--- config.mk ---
export PLATFORM = sky130hd
export DESIGN_NAME = cw_sequencer_flat
export DESIGN_NICKNAME = d
export VERILOG_FILES = /design/src/rtl/cw_sequencer_if.sv /design/src/rtl/cw_sequencer.sv /design/src/flat_wrapper.sv
export SDC_FILE = /design/constraint.sdc
export NUM_CORES = 1
export LEC_CHECK = 0
export CAP_MARGIN = 20
export CELL_PAD_IN_SITES_DETAIL_PLACEMENT = 0
export CELL_PAD_IN_SITES_GLOBAL_PLACEMENT = 2
export CORE_MARGIN = 4
export CORE_UTILIZATION = 12
export CTS_BUF_LIST = sky130_fd_sc_hd__clkbuf_4 sky130_fd_sc_hd__clkbuf_8
export DETAILED_ROUTE_END_ITERATION = 6
export PLACE_DENSITY = 0.87
export SKIP_LAST_GASP = 1
export SYNTH_ARGS = -nofsm -noshare
export SYNTH_HDL_FRONTEND = slang
export SYNTH_SLANG_ARGS = --single-unit
--- constraint.sdc ---
create_clock -name clock -period 1.65 [get_ports clock]
set_input_delay 0.33 -clock clock [delete_from_list [all_inputs] [get_ports clock]]
set_output_delay 0.33 -clock clock [all_outputs]
set_load 0.1 [all_outputs]
--- src/rtl/cw_sequencer_if.sv ---
// ---------------------------------------------------------------------------
// cw_sequencer_if
// Bundles the control-word sequencer's bus into one interface.
//   Decoder/databus side : instr_in, cw_in, k_in, status_in, mem_ready
//   Sequencer side       : state, ir, status, k_out, applied control bits
//                          (alu_*, rf_*, ram_*, pc_*, status_ld), illegal
// modport slave  - the sequencer itself
// modport master - whatever feeds the sequencer and consumes its controls
// ---------------------------------------------------------------------------
interface cw_sequencer_if;
    logic [31:0] instr_in;
    logic [32:0] cw_in;
    logic [63:0] k_in;
    logic [4:0]  status_in;
    logic        mem_ready;

    logic [1:0]  state;
    logic [31:0] ir;
    logic [4:0]  status;
    logic [63:0] k_out;
    logic        alu_en;
    logic        alu_bs;
    logic [4:0]  alu_fs;
    logic        rf_b_en;
    logic [4:0]  rf_sa;
    logic [4:0]  rf_sb;
    logic [4:0]  rf_da;
    logic        rf_w;
    logic        ram_en;
    logic        ram_w;
    logic        pc_en;
    logic [1:0]  pc_fs;
    logic        pc_is;
    logic        status_ld;
    logic        illegal;

    modport slave (
        input  instr_in, cw_in, k_in, status_in, mem_ready,
        output state, ir, status, k_out,
        output alu_en, alu_bs, alu_fs, rf_b_en, rf_sa, rf_sb, rf_da, rf_w,
        output ram_en, ram_w, pc_en, pc_fs, pc_is, status_ld, illegal
    );

    modport master (
        output instr_in, cw_in, k_in, status_in, mem_ready,
        input  state, ir, status, k_out,
        input  alu_en, alu_bs, alu_fs, rf_b_en, rf_sa, rf_sb, rf_da, rf_w,
        input  ram_en, ram_w, pc_en, pc_fs, pc_is, status_ld, illegal
    );
endinterface

--- src/rtl/cw_sequencer.sv ---
// ---------------------------------------------------------------------------
// cw_sequencer
// Four-state instruction sequencer (FETCH, EX0, EX1, EX2). In FETCH it drives
// a fixed fetch control word and latches the instruction when memory is
// ready; in the EX states it passes the decoder's control word straight
// through, gating the write-type fields with the advance condition.
// Ports:
//   clock - rising-edge clock
//   reset - synchronous, active-high reset
//   bus   - cw_sequencer_if.slave (decoder inputs, applied control outputs)
// ---------------------------------------------------------------------------
module cw_sequencer (
    input  logic          clock,
    input  logic          reset,
    cw_sequencer_if.slave bus
);

    typedef enum logic [1:0] {
        S_FETCH = 2'b00,
        S_EX0   = 2'b01,
        S_EX1   = 2'b10,
        S_EX2   = 2'b11
    } state_t;

    state_t      r_state;
    logic [31:0] r_ir;
    logic [4:0]  r_status;
    logic        r_illegal;

    state_t      w_next_state;
    logic        w_advance;
    logic        w_load_ir;
    logic        w_set_illegal;
    // Applied control word, same bit positions as cw_in (next_state excluded).
    logic [32:2] w_cw;

    // State register and the architectural registers it qualifies.
    always_ff @(posedge clock) begin
        if (reset) begin
            r_state   <= S_FETCH;
            r_ir      <= '0;
            r_status  <= '0;
            r_illegal <= 1'b0;
        end else begin
            r_state <= w_next_state;
            if (w_load_ir) begin
                r_ir <= bus.instr_in;
            end
            if (w_cw[2]) begin
                r_status <= bus.status_in;
            end
            if (w_set_illegal) begin
                r_illegal <= 1'b1;
            end
        end
    end

    // Next-state and applied control word.
    always_comb begin
        w_cw          = '0;
        w_advance     = 1'b0;
        w_next_state  = r_state;
        w_load_ir     = 1'b0;
        w_set_illegal = 1'b0;

        // Reset forces the fetch word so nothing writes while the machine
        // is being abandoned mid-instruction.
        if (reset || (r_state == S_FETCH)) begin
            w_cw[30:26] = 5'b11111;
            w_cw[24:10] = '1;
            w_cw[8]     = 1'b1;
            // ram_en is always 1 here, so advance reduces to mem_ready.
            w_advance   = bus.mem_ready;
            if (w_advance) begin
                w_cw[5:4]    = 2'b01;
                w_next_state = S_EX0;
                w_load_ir    = 1'b1;
            end
        end else begin
            w_cw      = bus.cw_in[32:2];
            w_advance = !bus.cw_in[8] || bus.mem_ready;
            if (!w_advance) begin
                w_cw[9]   = 1'b0;
                w_cw[7]   = 1'b0;
                w_cw[5:4] = 2'b00;
                w_cw[2]   = 1'b0;
            end else begin
                case (bus.cw_in[1:0])
                    2'b00: w_next_state = S_FETCH;
                    2'b01: w_next_state = S_EX1;
                    2'b10: w_next_state = S_EX2;
                    default: begin
                        w_next_state  = S_FETCH;
                        w_set_illegal = 1'b1;
                    end
                endcase
                // EX2 is the last execute cycle: only a return to FETCH is legal.
                if ((r_state == S_EX2) && (bus.cw_in[1:0] != 2'b00)) begin
                    w_next_state  = S_FETCH;
                    w_set_illegal = 1'b1;
                end
            end
        end
    end

    assign bus.state     = r_state;
    assign bus.ir        = r_ir;
    assign bus.status    = r_status;
    assign bus.illegal   = r_illegal;
    assign bus.k_out     = bus.k_in;

    assign bus.alu_en    = w_cw[32];
    assign bus.alu_bs    = w_cw[31];
    assign bus.alu_fs    = w_cw[30:26];
    assign bus.rf_b_en   = w_cw[25];
    assign bus.rf_sa     = w_cw[24:20];
    assign bus.rf_sb     = w_cw[19:15];
    assign bus.rf_da     = w_cw[14:10];
    assign bus.rf_w      = w_cw[9];
    assign bus.ram_en    = w_cw[8];
    assign bus.ram_w     = w_cw[7];
    assign bus.pc_en     = w_cw[6];
    assign bus.pc_fs     = w_cw[5:4];
    assign bus.pc_is     = w_cw[3];
    assign bus.status_ld = w_cw[2];

endmodule

--- src/flat_wrapper.sv ---
// flat-port wrapper written by rule: the top's interface ports become plain ports
module cw_sequencer_flat 
  (clock, reset, bus_instr_in, bus_cw_in, bus_k_in, bus_status_in, bus_mem_ready, bus_state, bus_ir, bus_status, bus_k_out, bus_alu_en, bus_alu_bs, bus_alu_fs, bus_rf_b_en, bus_rf_sa, bus_rf_sb, bus_rf_da, bus_rf_w, bus_ram_en, bus_ram_w, bus_pc_en, bus_pc_fs, bus_pc_is, bus_status_ld, bus_illegal);
  cw_sequencer_if bus_i ();
  input  logic clock;
  input  logic reset;
  input wire logic [$bits(bus_i.instr_in)-1:0] bus_instr_in;
  input wire logic [$bits(bus_i.cw_in)-1:0] bus_cw_in;
  input wire logic [$bits(bus_i.k_in)-1:0] bus_k_in;
  input wire logic [$bits(bus_i.status_in)-1:0] bus_status_in;
  input wire logic [$bits(bus_i.mem_ready)-1:0] bus_mem_ready;
  output wire logic [$bits(bus_i.state)-1:0] bus_state;
  output wire logic [$bits(bus_i.ir)-1:0] bus_ir;
  output wire logic [$bits(bus_i.status)-1:0] bus_status;
  output wire logic [$bits(bus_i.k_out)-1:0] bus_k_out;
  output wire logic [$bits(bus_i.alu_en)-1:0] bus_alu_en;
  output wire logic [$bits(bus_i.alu_bs)-1:0] bus_alu_bs;
  output wire logic [$bits(bus_i.alu_fs)-1:0] bus_alu_fs;
  output wire logic [$bits(bus_i.rf_b_en)-1:0] bus_rf_b_en;
  output wire logic [$bits(bus_i.rf_sa)-1:0] bus_rf_sa;
  output wire logic [$bits(bus_i.rf_sb)-1:0] bus_rf_sb;
  output wire logic [$bits(bus_i.rf_da)-1:0] bus_rf_da;
  output wire logic [$bits(bus_i.rf_w)-1:0] bus_rf_w;
  output wire logic [$bits(bus_i.ram_en)-1:0] bus_ram_en;
  output wire logic [$bits(bus_i.ram_w)-1:0] bus_ram_w;
  output wire logic [$bits(bus_i.pc_en)-1:0] bus_pc_en;
  output wire logic [$bits(bus_i.pc_fs)-1:0] bus_pc_fs;
  output wire logic [$bits(bus_i.pc_is)-1:0] bus_pc_is;
  output wire logic [$bits(bus_i.status_ld)-1:0] bus_status_ld;
  output wire logic [$bits(bus_i.illegal)-1:0] bus_illegal;
  assign bus_i.instr_in = bus_instr_in;
  assign bus_i.cw_in = bus_cw_in;
  assign bus_i.k_in = bus_k_in;
  assign bus_i.status_in = bus_status_in;
  assign bus_i.mem_ready = bus_mem_ready;
  assign bus_state = bus_i.state;
  assign bus_ir = bus_i.ir;
  assign bus_status = bus_i.status;
  assign bus_k_out = bus_i.k_out;
  assign bus_alu_en = bus_i.alu_en;
  assign bus_alu_bs = bus_i.alu_bs;
  assign bus_alu_fs = bus_i.alu_fs;
  assign bus_rf_b_en = bus_i.rf_b_en;
  assign bus_rf_sa = bus_i.rf_sa;
  assign bus_rf_sb = bus_i.rf_sb;
  assign bus_rf_da = bus_i.rf_da;
  assign bus_rf_w = bus_i.rf_w;
  assign bus_ram_en = bus_i.ram_en;
  assign bus_ram_w = bus_i.ram_w;
  assign bus_pc_en = bus_i.pc_en;
  assign bus_pc_fs = bus_i.pc_fs;
  assign bus_pc_is = bus_i.pc_is;
  assign bus_status_ld = bus_i.status_ld;
  assign bus_illegal = bus_i.illegal;
  cw_sequencer u_core (.clock(clock), .reset(reset), .bus(bus_i));
endmodule
==> results.tsv <==
metric	value	unit
status	finished, violations left	
top_usage_layer	met2	
layout_commonest_cell	buf_12	
cp_common_cell	buf_12	
max_slew_margin	76.8	%
area_growth	106	%
finalPower	0.00353	W
grt_overflow_total	0	
synthCells	283	
grt_pass1_wl	14.2	mm
yosys.area.top_type	dfxtp_1	
ios	272	
layout_common_cells	buf_12, clkdlybuf4s50_1, dfxtp_1, a21oi_1	
track_usage	8.29	%
yosysSeqAreaShare	34.3	%
hp-class	in2reg	
max-cap-violations	0	
instances_no_fill	643	
dpl.hpwl	7.29	mm
dieArea	0.0218	mm^2
tightest_slew	0.348	ns
die_h	147	um
crit_type	reg2out	
postLayoutSetupSlackWorst	-0.142	ns
pre_cts_ws	-0.167	ns
synth_seq_cells	40	
grt_pass1_vias	2532	
drt-total-wl	9.09	mm
portBuffers	143	
timing.final.crit_share	109	%
clockBufferDepth	2	
root_buffer	clkbuf_8	
cp_top_family	buffers and inverters	
synthTopCellsByArea	dfxtp_1, buf_4, a21oi_1, o21ai_0, nand3_1	
die_w	147	um
firstDrtPassIters	4	
grtUsageMet2	14.2	%
gp_congestion	0.720	
worst_path_largest_cell_delay	0.37	ns
worst_path_max_delay_cell	dfxtp_4	
cp.arrival	1.46	ns
setup_tns	-3.37	ns
cts_tree	built	
rows	50	
antenna_left	0	
grt_max_degree	27	
fin_hold_ws	0.512	ns
cp_max_fo	24	
synthDominantCellAreaShare	34.3	%
cp-start-kind	register	
syn_avg_cell_area	8.25	um^2
peakVddDrop	221	uV
worstSetupEndpointType	output port	
post_drt_wl_per_cell	14.1	um
clk_pin_slew	0.09	ns
fin_skew	0.00745	ns
period_minus_slack	1.79	ns
setup_viol	31	
fmax	558	MHz
cp.required	1.32	ns
p_leak	1.92	nW
drc	0	
numCtsBuffers	5	
coreArea	0.0189	mm^2
start_util	12.4	%
drt-initial-drc-count	90	
vias_per_cell	3.59	
slew_violations	0	
final_nets	521	
cp_num_buf_inv	3	
num_vias	2308	
synth_warnings	0	
ys_types	26	
synth_area	0.00233	mm^2
drive_above_1_share	41.4	%
violations	setup timing	
clock_latency	0.31	ns
powerDensity	734	mW/mm^2
grt_util_met1	9.14	%
hold_viol_final	0	
clock_sinks	40	
rsz0062_at_grt	yes	
antenna_found_initial	0	
h-tree-depth	2	
syn-num-nets	423	
dp_cells	628	
grt_use_met3	3.46	%
cp_cell_sequence	o21ba_4 > buf_12 > buf_4 > nand2b_4 > buf_12	
[worst min-delay path: stages]
cell	delay, ns
buf_2	0.14
buf_4	0.17
nand3_1	0.08
a21oi_1	0.05
[worst paths after layout]
kind,from,end,depth (start not counted),slack [ns]
setup / recovery,u_core.bus.state[1],bus_rf_sb[1],5,-0.14
hold / removal,bus_mem_ready,u_core.bus.ir[1],4,0.51
setup reg to reg,u_core.bus.state[1],u_core.bus.status[1],6,0.09
hold reg to reg,u_core.bus.ir[17],u_core.bus.ir[17],2,0.52
[cell usage after synthesis]
cell	n
a211oi_1	2
a21oi_1	35
a31o_2	1
and2_1	5
and2b_1	5
and3_1	3
and3_4	1
buf_2	3
buf_4	65
buf_6	2
clkbuf_1	15
dfxtp_1	40
ha_1	3
inv_1	3
mux2_4	5
nand2_1	1
nand2b_1	20
nand2b_4	1
nand3_1	32
nand3b_1	1
nor2_1	3
nor4b_1	1
o21a_1	1
o21ai_0	33
o21ba_4	1
o21bai_2	1
[power by group]
group          internal [W]  switching (W)
Sequential          0.00103      0.0000619
Clock              0.000296       0.000401
Combinational      0.000718        0.00103
Total               0.00204        0.00149
[metal layers]
| metal | wire length, um | share of wire, % |
|---|---|---|
| met1 | 3600 | 40 |
| met2 | 4360 | 48 |
| met3 | 895 | 9.8 |
| met4 | 230 | 2.5 |
| met5 | 0 | 0 |
[flip-flops by register name (all words and copies together), names as in the netlist]
name / cells
u_core.bus.ir: 32
u_core.bus.illegal: 1
u_core.bus.state: 2
u_core.bus.status: 5
[cell families (layout without fill, tap and decap cells)]
family          after synthesis  count (layout)  share of synthesized area, %
mux                           5               5                          3.22
other cells                   0               1                             0
flops                        40              40                          34.3
simple gates                 73              73                          18.4
fa+ha+maj                     3               3                          1.61
buf+inv                      88             187                          25.4
compound gates               74              74                          17.1
[final cells by class]
class | instances | area (um^2)
Fill cell | 1997 | 14100
Timing Repair Buffer | 176 | 2420
Multi-Input combinational cell | 155 | 1160
Sequential cell | 40 | 808
Tap cell | 260 | 325
Clock buffer | 5 | 68.8
Clock inverter | 3 | 18.8
Inverter | 3 | 11.3
Antenna cell | 1 | 2.50
[per-stage QoR]
stage               instance area (um^2)  util, %
floorplan                           2590        -
detailed placement                  4670     24.7
global placement                    4670     24.7
finish                              4810     25.5
CTS                                 4800     25.4
global route                        4810     25.5
[repair_timing]
item                                    CTS  global route
hold buffers                              0             0
pin swaps                                 2             1
endpoints found under the setup margin   31            31
gates cloned                              0             0
setup buffers                             4             2
hold endpoints to repair                  0             0
gates resized for setup                   3             0
Power figures use the tool's default switching activity.
